**src/rtl/ahb_pkg.sv**
```systemverilog
// rtl/ahb_pkg.sv - AHB-Lite bus codes and slave FSM encoding
package ahb_pkg;

    localparam logic [1:0] HTRANS_IDLE   = 2'b00;
    localparam logic [1:0] HTRANS_BUSY   = 2'b01;
    localparam logic [1:0] HTRANS_NONSEQ = 2'b10;
    localparam logic [1:0] HTRANS_SEQ    = 2'b11;

    localparam logic [2:0] HSIZE_BYTE = 3'b000;
    localparam logic [2:0] HSIZE_HALF = 3'b001;
    localparam logic [2:0] HSIZE_WORD = 3'b010;

    localparam logic HRESP_OKAY  = 1'b0;
    localparam logic HRESP_ERROR = 1'b1;

    localparam logic [2:0] HBURST_SINGLE = 3'b000;
    localparam logic [2:0] HBURST_INCR   = 3'b001;
    localparam logic [2:0] HBURST_WRAP4  = 3'b010;
    localparam logic [2:0] HBURST_INCR4  = 3'b011;

    typedef enum logic [1:0] {
        ST_IDLE,
        ST_ACCESS,
        ST_ERR1,
        ST_ERR2
    } slave_state_t;

    // Little-endian byte lanes touched by a transfer of the given size
    function automatic logic [3:0] byte_lanes(input logic [2:0] size, input logic [1:0] lo);
        case (size)
            HSIZE_BYTE: byte_lanes = 4'b0001 << lo;
            HSIZE_HALF: byte_lanes = lo[1] ? 4'b1100 : 4'b0011;
            default:    byte_lanes = 4'b1111;
        endcase
    endfunction

endpackage

```
**src/rtl/ahb_lite_slave_mem_if.sv**
```systemverilog
// rtl/ahb_lite_slave_mem_if.sv - AHB-Lite slave-side bus bundle
interface ahb_lite_slave_mem_if #(
    parameter int ADDR_W = 8
) ();

    logic              HSEL;
    logic [ADDR_W-1:0] HADDR;
    logic [1:0]        HTRANS;
    logic              HWRITE;
    logic [2:0]        HSIZE;
    logic [2:0]        HBURST;
    logic [31:0]       HWDATA;
    logic              HREADY;
    logic              HREADYOUT;
    logic              HRESP;
    logic [31:0]       HRDATA;

    modport master (
        output HSEL, HADDR, HTRANS, HWRITE, HSIZE, HBURST, HWDATA, HREADY,
        input  HREADYOUT, HRESP, HRDATA
    );

    modport slave (
        input  HSEL, HADDR, HTRANS, HWRITE, HSIZE, HBURST, HWDATA, HREADY,
        output HREADYOUT, HRESP, HRDATA
    );

endinterface

```
**src/rtl/ahb_slave_regfile.sv**
```systemverilog
// rtl/ahb_slave_regfile.sv - word storage with byte write enables and combinational read
module ahb_slave_regfile #(
    parameter int DEPTH = 64,
    parameter int AW    = (DEPTH > 1) ? $clog2(DEPTH) : 1
) (
    input  logic          clk,
    input  logic          resetn,
    input  logic          we,
    input  logic [3:0]    be,
    input  logic [AW-1:0] addr,
    input  logic [31:0]   wdata,
    output logic [31:0]   rdata
);

    logic [31:0] mem [DEPTH];

    always_ff @(posedge clk or negedge resetn) begin
        if (!resetn) begin
            for (int i = 0; i < DEPTH; i++) begin
                mem[i] <= '0;
            end
        end else if (we) begin
            for (int b = 0; b < 4; b++) begin
                if (be[b]) begin
                    mem[addr][8*b +: 8] <= wdata[8*b +: 8];
                end
            end
        end
    end

    assign rdata = mem[addr];

endmodule

```
**src/rtl/ahb_lite_slave_mem.sv**
```systemverilog
// rtl/ahb_lite_slave_mem.sv - AHB-Lite memory slave with wait states and two-cycle ERROR
module ahb_lite_slave_mem
    import ahb_pkg::*;
#(
    parameter int ADDR_W      = 8,
    parameter int DEPTH       = 64,
    parameter int WAIT_STATES = 0
) (
    input  logic                HCLK,
    input  logic                HRESETn,
    ahb_lite_slave_mem_if.slave bus
);

    localparam int AW = (DEPTH > 1) ? $clog2(DEPTH) : 1;

    slave_state_t      state, state_n;
    logic [3:0]        wait_cnt, wait_cnt_n;
    logic [ADDR_W-1:0] addr_q;
    logic [2:0]        size_q;
    logic              write_q;
    logic              can_accept, sample, valid, latch, mem_we;
    logic [31:0]       word_idx;
    logic [31:0]       mem_rdata;
    logic              unused_burst;

    assign unused_burst = ^bus.HBURST;
    assign word_idx     = 32'(bus.HADDR[ADDR_W-1:2]);

    always_comb begin
        valid = (word_idx < 32'(DEPTH));
        if (bus.HSIZE > HSIZE_WORD) begin
            valid = 1'b0;
        end
        if (bus.HSIZE == HSIZE_HALF && bus.HADDR[0]) begin
            valid = 1'b0;
        end
        if (bus.HSIZE == HSIZE_WORD && bus.HADDR[1:0] != 2'b00) begin
            valid = 1'b0;
        end
    end

    always_ff @(posedge HCLK or negedge HRESETn) begin
        if (!HRESETn) begin
            state    <= ST_IDLE;
            wait_cnt <= '0;
            addr_q   <= '0;
            size_q   <= HSIZE_BYTE;
            write_q  <= 1'b0;
        end else begin
            state    <= state_n;
            wait_cnt <= wait_cnt_n;
            if (latch) begin
                addr_q  <= bus.HADDR;
                size_q  <= bus.HSIZE;
                write_q <= bus.HWRITE;
            end
        end
    end

    always_comb begin
        state_n       = state;
        wait_cnt_n    = wait_cnt;
        can_accept    = 1'b0;
        sample        = 1'b0;
        latch         = 1'b0;
        mem_we        = 1'b0;
        bus.HREADYOUT = 1'b1;
        bus.HRESP     = HRESP_OKAY;
        bus.HRDATA    = '0;
        case (state)
            ST_IDLE: begin
                can_accept = 1'b1;
            end
            ST_ACCESS: begin
                if (!write_q) begin
                    bus.HRDATA = mem_rdata;
                end
                if (wait_cnt != 4'd0) begin
                    bus.HREADYOUT = 1'b0;
                    wait_cnt_n    = wait_cnt - 4'd1;
                end else begin
                    mem_we     = write_q;
                    can_accept = 1'b1;
                    state_n    = ST_IDLE;
                end
            end
            ST_ERR1: begin
                bus.HREADYOUT = 1'b0;
                bus.HRESP     = HRESP_ERROR;
                state_n       = ST_ERR2;
            end
            ST_ERR2: begin
                bus.HRESP  = HRESP_ERROR;
                can_accept = 1'b1;
                state_n    = ST_IDLE;
            end
            default: state_n = ST_IDLE;
        endcase
        // A completing data phase overlaps the next address phase (pipelined burst)
        sample = can_accept & bus.HSEL & bus.HREADY & bus.HTRANS[1];
        if (sample) begin
            latch = 1'b1;
            if (valid) begin
                state_n    = ST_ACCESS;
                wait_cnt_n = 4'(WAIT_STATES);
            end else begin
                state_n = ST_ERR1;
            end
        end
    end

    ahb_slave_regfile #(
        .DEPTH (DEPTH),
        .AW    (AW)
    ) u_regfile (
        .clk    (HCLK),
        .resetn (HRESETn),
        .we     (mem_we),
        .be     (byte_lanes(size_q, addr_q[1:0])),
        .addr   (addr_q[AW+1:2]),
        .wdata  (bus.HWDATA),
        .rdata  (mem_rdata)
    );

endmodule

```
**src/flat_wrapper.sv**
```systemverilog
// flat-port wrapper written by rule: the top's interface ports become plain ports
module ahb_lite_slave_mem_flat import ahb_pkg::*;
#(
    parameter int ADDR_W      = 8,
    parameter int DEPTH       = 64,
    parameter int WAIT_STATES = 0
)
  (HCLK, HRESETn, bus_HSEL, bus_HADDR, bus_HTRANS, bus_HWRITE, bus_HSIZE, bus_HBURST, bus_HWDATA, bus_HREADY, bus_HREADYOUT, bus_HRESP, bus_HRDATA);
  ahb_lite_slave_mem_if #(.ADDR_W(ADDR_W)) bus_i ();
  input  logic HCLK;
  input  logic HRESETn;
  input wire logic [$bits(bus_i.HSEL)-1:0] bus_HSEL;
  input wire logic [$bits(bus_i.HADDR)-1:0] bus_HADDR;
  input wire logic [$bits(bus_i.HTRANS)-1:0] bus_HTRANS;
  input wire logic [$bits(bus_i.HWRITE)-1:0] bus_HWRITE;
  input wire logic [$bits(bus_i.HSIZE)-1:0] bus_HSIZE;
  input wire logic [$bits(bus_i.HBURST)-1:0] bus_HBURST;
  input wire logic [$bits(bus_i.HWDATA)-1:0] bus_HWDATA;
  input wire logic [$bits(bus_i.HREADY)-1:0] bus_HREADY;
  output wire logic [$bits(bus_i.HREADYOUT)-1:0] bus_HREADYOUT;
  output wire logic [$bits(bus_i.HRESP)-1:0] bus_HRESP;
  output wire logic [$bits(bus_i.HRDATA)-1:0] bus_HRDATA;
  assign bus_i.HSEL = bus_HSEL;
  assign bus_i.HADDR = bus_HADDR;
  assign bus_i.HTRANS = bus_HTRANS;
  assign bus_i.HWRITE = bus_HWRITE;
  assign bus_i.HSIZE = bus_HSIZE;
  assign bus_i.HBURST = bus_HBURST;
  assign bus_i.HWDATA = bus_HWDATA;
  assign bus_i.HREADY = bus_HREADY;
  assign bus_HREADYOUT = bus_i.HREADYOUT;
  assign bus_HRESP = bus_i.HRESP;
  assign bus_HRDATA = bus_i.HRDATA;
  ahb_lite_slave_mem #(.ADDR_W(ADDR_W), .DEPTH(DEPTH), .WAIT_STATES(WAIT_STATES)) u_core (.HCLK(HCLK), .HRESETn(HRESETn), .bus(bus_i));
endmodule
```
**config.mk**
```make
export PLATFORM = sky130hd
export DESIGN_NAME = ahb_lite_slave_mem_flat
export DESIGN_NICKNAME = d
export VERILOG_FILES = /design/src/rtl/ahb_pkg.sv /design/src/rtl/ahb_lite_slave_mem_if.sv /design/src/rtl/ahb_slave_regfile.sv /design/src/rtl/ahb_lite_slave_mem.sv /design/src/flat_wrapper.sv
export SDC_FILE = /design/constraint.sdc
export NUM_CORES = 2
export LEC_CHECK = 0
export CAP_MARGIN = 10
export CORE_AREA = 2 2 490 492
export DETAILED_ROUTE_END_ITERATION = 8
export DIE_AREA = 0 0 492 494
export GPL_ROUTABILITY_DRIVEN = 0
export GPL_TIMING_DRIVEN = 0
export SLEW_MARGIN = 20
export SYNTH_ARGS = -nofsm -noshare
export SYNTH_HDL_FRONTEND = slang
export SYNTH_SLANG_ARGS = --single-unit
```
**constraint.sdc**
```tcl
create_clock -name HCLK -period 3.5 [get_ports HCLK]
set_input_delay 0.7 -clock HCLK [delete_from_list [all_inputs] [get_ports HCLK]]
set_output_delay 0.7 -clock HCLK [all_outputs]
set_load 0.01 [all_outputs]
```
Yosys cells after proc, flatten, opt, wreduce, memory -nomap -nowiden
Cells that the tools add are included.
{"block": "classes", "shift": 1, "order_cmp": 4, "n_bitwise": 4, "n_mux": 44, "add_sub_neg": 1, "n_reduce_logical": 11, "n_eq_ne": 7}
{"cell": "2048-bit two-way mux", "n": 7}
{"cell": "2048-bit bitwise mux", "n": 4}
{"cell": "32-bit demux with 6-bit select", "n": 4}
{"cell": "32-bit binary-select mux with 6-bit select", "n": 1}
{"cell": "32-bit two-way mux", "n": 5}
{"cell": "24-bit two-way mux", "n": 1}
{"cell": "4-bit two-way mux", "n": 5}
{"cell": "16-bit two-way mux", "n": 1}
{"cell": "1-bit two-way mux", "n": 8}
{"cell": "8-bit two-way mux", "n": 1}
{"cell": "4-bit case mux with 2 select lines", "n": 1}
{"cell": "4-bit nonzero test", "n": 2}
{"cell": "7-bit greater-or-equal comparator (second input constant)", "n": 1}
{"cell": "6-bit by 7-bit less-than comparator with 1-bit output (second input constant)", "n": 1}
{"cell": "7-bit by 1-bit less-than comparator with 1-bit output (second input constant)", "n": 1}
{"cell": "6-bit inverter with 7-bit output", "n": 1}
{"cell": "3-bit by 1-bit equality test with 1-bit output (second input constant)", "n": 2}
{"cell": "2-bit two-way mux", "n": 3}
{"cell": "2-bit case mux with 3 select lines", "n": 1}
{"cell": "2-bit equality test (second input constant)", "n": 2}
{"cell": "1-bit case mux with 2 select lines", "n": 2}
{"cell": "2-bit OR reduction", "n": 2}
{"cell": "1-bit by 2-bit << shifter with 4-bit output (first input constant)", "n": 1}
{"cell": "4-bit by 1-bit subtractor with 4-bit output (second input constant)", "n": 1}
{"cell": "10 further kinds", "n": 14}
{"block": "totals", "output_inout_bits": 34, "regBits": 2066, "wordCells": 141, "in_bits": 53}

Logic depth before layout (Yosys ltp)
{"block": "logic_depth", "ltp_word": 16, "mapped_depth": 9, "depth_no_buf": 7}

Cells and area by module
From an unflattened synthesis, not the netlist that was laid out.
{"block": "unflattened", "cells_unflattened": 7378, "hier_area_um2": 97524.8}
{"mod": "ahb_slave_regfile", "area_each_um2": 96362.4, "seq_area_each_um2": 51249.2, "cells_per_inst": 7262, "n_inst": 1}
{"mod": "ahb_lite_slave_mem", "area_each_um2": 1162.4, "seq_area_each_um2": 450.4, "cells_per_inst": 116, "n_inst": 1}

Worst setup path before layout
Ideal clock, no wire load.
{"block": "synth_path", "path_kind": "flip-flop to output port", "from": "reg u_core.addr_q[2]", "to": "out bus_HRDATA[11]", "t_required_ns": 2.800, "arrival_ns": 1.998, "path_slack_ns": 0.802, "n_path_buf": 3, "path_stages_with_launch": 9, "path_cell_list": "dfrtp_1 > buf_4 > buf_4 > clkbuf_1 > mux2_2 > a32o_1 > a211oi_1 > o22a_1 > a41oi_1"}
{"block": "synth_via", "elab_chain_cells": 6}
{"item": "start, declared", "line": "ahb_lite_slave_mem.sv:18", "text": "logic [ADDR_W-1:0] addr_q;"}
{"item": "start signal, assigned", "line": "ahb_lite_slave_mem.sv:53", "text": "addr_q <= bus.HADDR;"}
{"item": "6-bit inverter with 7-bit output (implied by the code)", "line": "ahb_slave_regfile.sv:31", "text": "assign rdata = mem[addr];"}
{"item": "32-bit binary-select mux with 6-bit select", "line": "ahb_slave_regfile.sv:31"}
{"item": "32-bit two-way mux (implied by the code) (2 in series)", "line": "ahb_slave_regfile.sv:31"}
{"item": "32-bit two-way mux", "line": "ahb_lite_slave_mem.sv:75", "text": "if (!write_q) begin"}
{"item": "32-bit two-way mux", "line": "ahb_lite_slave_mem.sv:70", "text": "case (state)"}
{"item": "end, declared", "line": "flat_wrapper.sv:22", "text": "output wire logic [$bits(bus_i.HRDATA)-1:0] bus_HRDATA;"}
No other way between the ends. The select of a mux whose other input is x is not followed.

Final worst setup path
{"block": "layout_path", "from": "reg u_core.addr_q[2]", "to": "out bus_HRDATA[5]"}
Same word-level chain as after synthesis.

==> flow_summary.html <==
<table>
<tr><th>Metric</th><th>Value</th></tr>
<tr><th colspan="2">Outcome</th></tr>
<tr><td>Failing checks</td><td>negative setup slack</td></tr>
<tr><td>Outcome</td><td>finished, violations left</td></tr>
<tr><th colspan="2">Global route</th></tr>
<tr><td>Total congestion overflow</td><td>0</td></tr>
<tr><td>Global-route wire length before repair</td><td>570 mm</td></tr>
<tr><td>Maximum number of pins on one net before global-route repair</td><td>154</td></tr>
<tr><td>Number of global-route vias before repair</td><td>69200</td></tr>
<tr><td>Number of antenna violations at the first check in global routing</td><td>53</td></tr>
<tr><td>GR Util All Layers</td><td>33.7%</td></tr>
<tr><th colspan="2">Synthesis</th></tr>
<tr><td>Number of synthesized flops with an enable pin</td><td>0</td></tr>
<tr><td>Synth cell types</td><td>63</td></tr>
<tr><td>Number of nets in the synthesized netlist</td><td>6882</td></tr>
<tr><td>Leading post-synthesis cells by cell area</td><td>dfrtp_1, mux2_2, a221oi_1, clkbuf_1, a22oi_1</td></tr>
<tr><td>Proportion of register bits with asynchronous set or reset after synthesis</td><td>100%</td></tr>
<tr><td>Share of synthesized cell area in full adder, half adder and majority cells</td><td>0.0660%</td></tr>
<tr><td>Post-synthesis simple-gate area fraction</td><td>3.09%</td></tr>
<tr><td>Combinational family with the most area after synthesis</td><td>multiplexers</td></tr>
<tr><td>Yosys warnings</td><td>0</td></tr>
<tr><td>Compound-cell area share of the yosys netlist</td><td>11.7%</td></tr>
<tr><td>#FFs+latches synth</td><td>2066</td></tr>
<tr><td>Most frequent cell after synthesis</td><td>mux2_2</td></tr>
<tr><td>Post-synth top area cell</td><td>dfrtp_1</td></tr>
<tr><td>Most instantiated flip-flop cell in the synthesis netlist</td><td>dfrtp_1</td></tr>
<tr><td>Sequential cell area fraction in the yosys report</td><td>54.6%</td></tr>
<tr><td>Post-Syn Area</td><td>94800 µm²</td></tr>
<tr><td>Synth Instances</td><td>6824</td></tr>
<tr><td>XOR/XNOR Fraction of Synth Area</td><td>0.0277%</td></tr>
<tr><td>Mean instance size in the synthesized netlist</td><td>13.9 µm²</td></tr>
<tr><td>Proportion of netlist area held by the largest area contributor</td><td>54.6%</td></tr>
<tr><td>Top cells by count, synth</td><td>mux2_2, dfrtp_1, a221oi_1</td></tr>
<tr><td>Multiplexer share of the synthesized area</td><td>27.7%</td></tr>
<tr><th colspan="2">Finish</th></tr>
<tr><td>Growth of design area from synthesis to finish</td><td>19.3%</td></tr>
<tr><td>Fraction of final layout cells with drive strength greater than 1</td><td>50.2%</td></tr>
<tr><td>Number of nets in the layout</td><td>7261</td></tr>
<tr><td>Non-Filler Instances</td><td>10600</td></tr>
<tr><td>Core utilization of the finished layout</td><td>47.6%</td></tr>
<tr><th colspan="2">Worst setup path</th></tr>
<tr><td>Top fanout value on the critical path</td><td>7</td></tr>
<tr><td>Logic depth of the worst register-to-register path</td><td>7</td></tr>
<tr><td>Data arrival time at the worst-slack endpoint</td><td>4380 ps</td></tr>
<tr><td>Critical path data required time</td><td>2800 ps</td></tr>
<tr><td>Register-to-register path setup slack</td><td>-100 ps</td></tr>
<tr><td>Worst Path Class, Setup</td><td>reg -&gt; out</td></tr>
<tr><td>Kind of capture point of the worst setup path</td><td>primary output</td></tr>
<tr><td>Launch point of the worst path</td><td>u_core.addr_q[2]</td></tr>
<tr><td>Worst R2R End</td><td>u_core.u_regfile.mem[1670]</td></tr>
<tr><td>Launching element type of the critical path</td><td>flip-flop</td></tr>
<tr><td>Source of the worst register-to-register timing path</td><td>u_core.addr_q[3]</td></tr>
<tr><th colspan="2">Route</th></tr>
<tr><td>Wire per inst</td><td>39.6 µm</td></tr>
<tr><td>Total wire length</td><td>419 mm</td></tr>
<tr><td>Iter 0 DRT Violations</td><td>9684</td></tr>
<tr><td>Antenna Nets Post-Route</td><td>0</td></tr>
<tr><td>Vias per std cell</td><td>6.64</td></tr>
<tr><td>Vias after detailed routing</td><td>70300</td></tr>
<tr><td>Initial DRT Pass Iterations</td><td>9</td></tr>
<tr><td>Residual DRC count</td><td>0</td></tr>
<tr><th colspan="2">Worst hold path</th></tr>
<tr><td>Hold path depth</td><td>3</td></tr>
<tr><td>Hold WC Path Type</td><td>in -&gt; reg</td></tr>
<tr><td>Hold path startpoint</td><td>bus_HWRITE</td></tr>
<tr><td>Hold Path End</td><td>u_core.write_q</td></tr>
<tr><th colspan="2">Job</th></tr>
<tr><td>Max Cap Viol</td><td>0</td></tr>
<tr><th colspan="2">Floorplan</th></tr>
<tr><td>Number of top-level pins</td><td>87</td></tr>
<tr><td>DIE AREA</td><td>243000 µm²</td></tr>
<tr><td>Effective utilization at floorplan</td><td>39.9%</td></tr>
<tr><td>Horizontal die dimension</td><td>492 µm</td></tr>
<tr><td>FP Rows</td><td>179</td></tr>
<tr><td>Height of the die</td><td>494 µm</td></tr>
<tr><td>Area of the core</td><td>237000 µm²</td></tr>
<tr><th colspan="2">Timing</th></tr>
<tr><td>Final setup violation count</td><td>97</td></tr>
<tr><td>RSZ-0062 raised after global routing</td><td>true</td></tr>
<tr><td>Share of the clock period used by the worst path after layout</td><td>145%</td></tr>
<tr><td>Max-slew headroom</td><td>9.48%</td></tr>
<tr><td>Slew Viols, Final</td><td>0</td></tr>
<tr><td>Minimum clock period after layout</td><td>5080 ps</td></tr>
<tr><td>Worst Setup Slack, final</td><td>-1580 ps</td></tr>
<tr><td>Total Negative Setup Slacks</td><td>-44580 ps</td></tr>
<tr><td>Final hold viol count</td><td>0</td></tr>
<tr><td>Max Clock Freq</td><td>0.197 GHz</td></tr>
<tr><td>Clock Skews</td><td>40.5 ps</td></tr>
<tr><td>Slew at the pin closest to its max-slew limit</td><td>1360 ps</td></tr>
<tr><th colspan="2">Power</th></tr>
<tr><td>Pwr dens</td><td>782 nW/µm²</td></tr>
<tr><td>Cell leakage power</td><td>49.2 nW</td></tr>
<tr><td>Worst ir drop on vdd</td><td>0.646 mV</td></tr>
<tr><td>Final total power</td><td>88.5 mW</td></tr>
<tr><th colspan="2">Clocking</th></tr>
<tr><td>Clock slew seen by the registers of the worst setup and hold paths</td><td>70 ps</td></tr>
<tr><td>TritonCTS clock tree</td><td>built</td></tr>
<tr><td>Clock buffer count from CTS</td><td>214</td></tr>
<tr><td>Number of H-tree levels</td><td>4</td></tr>
<tr><td>Clock sink count</td><td>2066</td></tr>
<tr><td>Clock root cell</td><td>clkbuf_16</td></tr>
<tr><td>Number of buffers on the longest clock path</td><td>3</td></tr>
<tr><td>Clk Latency, worst-skew pair</td><td>910 ps</td></tr>
<tr><th colspan="2">Placement</th></tr>
<tr><td>Detailed placer's ending HPWL</td><td>302 mm</td></tr>
<tr><td>Placed insts</td><td>10100</td></tr>
<tr><td>Input/output buffers</td><td>50</td></tr>
</table>
## worst max-delay path: stages, from the launching register on
cell      delay (ps)
dfrtp_1          410
buf_12           150
buf_12           120
buf_16           190
buf_12           140
mux2_2           350
a32oi_2          150
o211ai_1         370
a22oi_2          970
a41oi_4          360
buf_2            240
## cells in the final DEF, fill, tap and decap left out, drive strengths merged, types with 41 or more instances in the layout
| cell type | n |
|---|---|
| a211oi | 62 |
| a21oi | 41 |
| a221o | 60 |
| a221oi | 550 |
| a22o | 59 |
| a22oi | 198 |
| buf | 338 |
| clkbuf | 780 |
| dfrtp | 2066 |
| mux2 | 2251 |
| mux2i | 63 |
| nand2 | 153 |
| nor2 | 144 |
| nor3 | 44 |
| o22ai | 155 |
## stage by stage
stage	setup slack [ps]	hold WS (ps)	area, µm²
after floorplan	802	404	94800
after global placement	-90680	462	99200
after detailed placement	-2540	473	100000
after CTS	-1180	331	112000
after global routing	-1470	348	113000
final	-1580	342	113000
## routing by layer
metal  track usage (%)  vias to the layer above  routed length, µm
li1                  -                    27100                  -
met1              41.0                    37300             155000
met2              46.7                     4525             172000
met3              14.4                     1340              52300
met4              26.4                       34              39400
met5             0.939                        -                721
## power by group
part | switching [mW] | internal [mW] | total [mW]
sequential | 0.506 | 24.7 | 25.2
clock | 10.3 | 13.8 | 24.1
combinational | 27.9 | 11.2 | 39.1
## worst max path at each step
stage,to,slack [ps]
after floorplan,bus_HRDATA[11],800
after global placement,u_core.u_regfile.mem[391],-90680
after detailed placement,bus_HRDATA[13],-2540
after CTS,bus_HRDATA[13],-1180
after global routing,bus_HRDATA[5],-1470
final,bus_HRDATA[5],-1580
## kinds of logic (layout without fill, tap and decap cells)
| group | after synthesis | in the layout |
|---|---|---|
| mux | 2325 | 2325 |
| simple gates | 413 | 413 |
| flops | 2066 | 2066 |
| buf+inv | 647 | 1210 |
| compound gates | 1365 | 1365 |
| xor+xnor | 3 | 3 |
| other cells | 0 | 30 |
| fa+ha+maj | 5 | 5 |
## repair_timing
action | 4_1_cts | 5_1_grt
cloned | 4 | 3
pin swaps | 145 | 68
hold buffers | 2 | 0
endpoints found under the hold margin | 87 | 0
buffers inserted | 26 | 43
setup endpoints to repair | 131 | 407
resized for setup | 1169 | 124
## registers in the layout, indices dropped and copies added (netlist names)
| name | flops |
|---|---|
| u_core.wait_cnt | 4 |
| u_core.addr_q | 8 |
| u_core.u_regfile.mem | 2048 |
| u_core.write_q | 1 |
| u_core.size_q | 3 |
| u_core.state | 2 |
## cell type report
| class | instances | area [µm²] |
|---|---|---|
| buffer | 635 | 4420 |
| fill | 20700 | 124000 |
| multi-input combinational | 4111 | 43300 |
| clock buffer | 337 | 6490 |
| sequential | 2066 | 51700 |
| timing repair buffer | 165 | 2170 |
| tap | 3167 | 3960 |
| antenna | 30 | 75.1 |
| clock inverter | 63 | 865 |
| inverter | 10 | 45.0 |
Power figures use the tool's default switching activity.
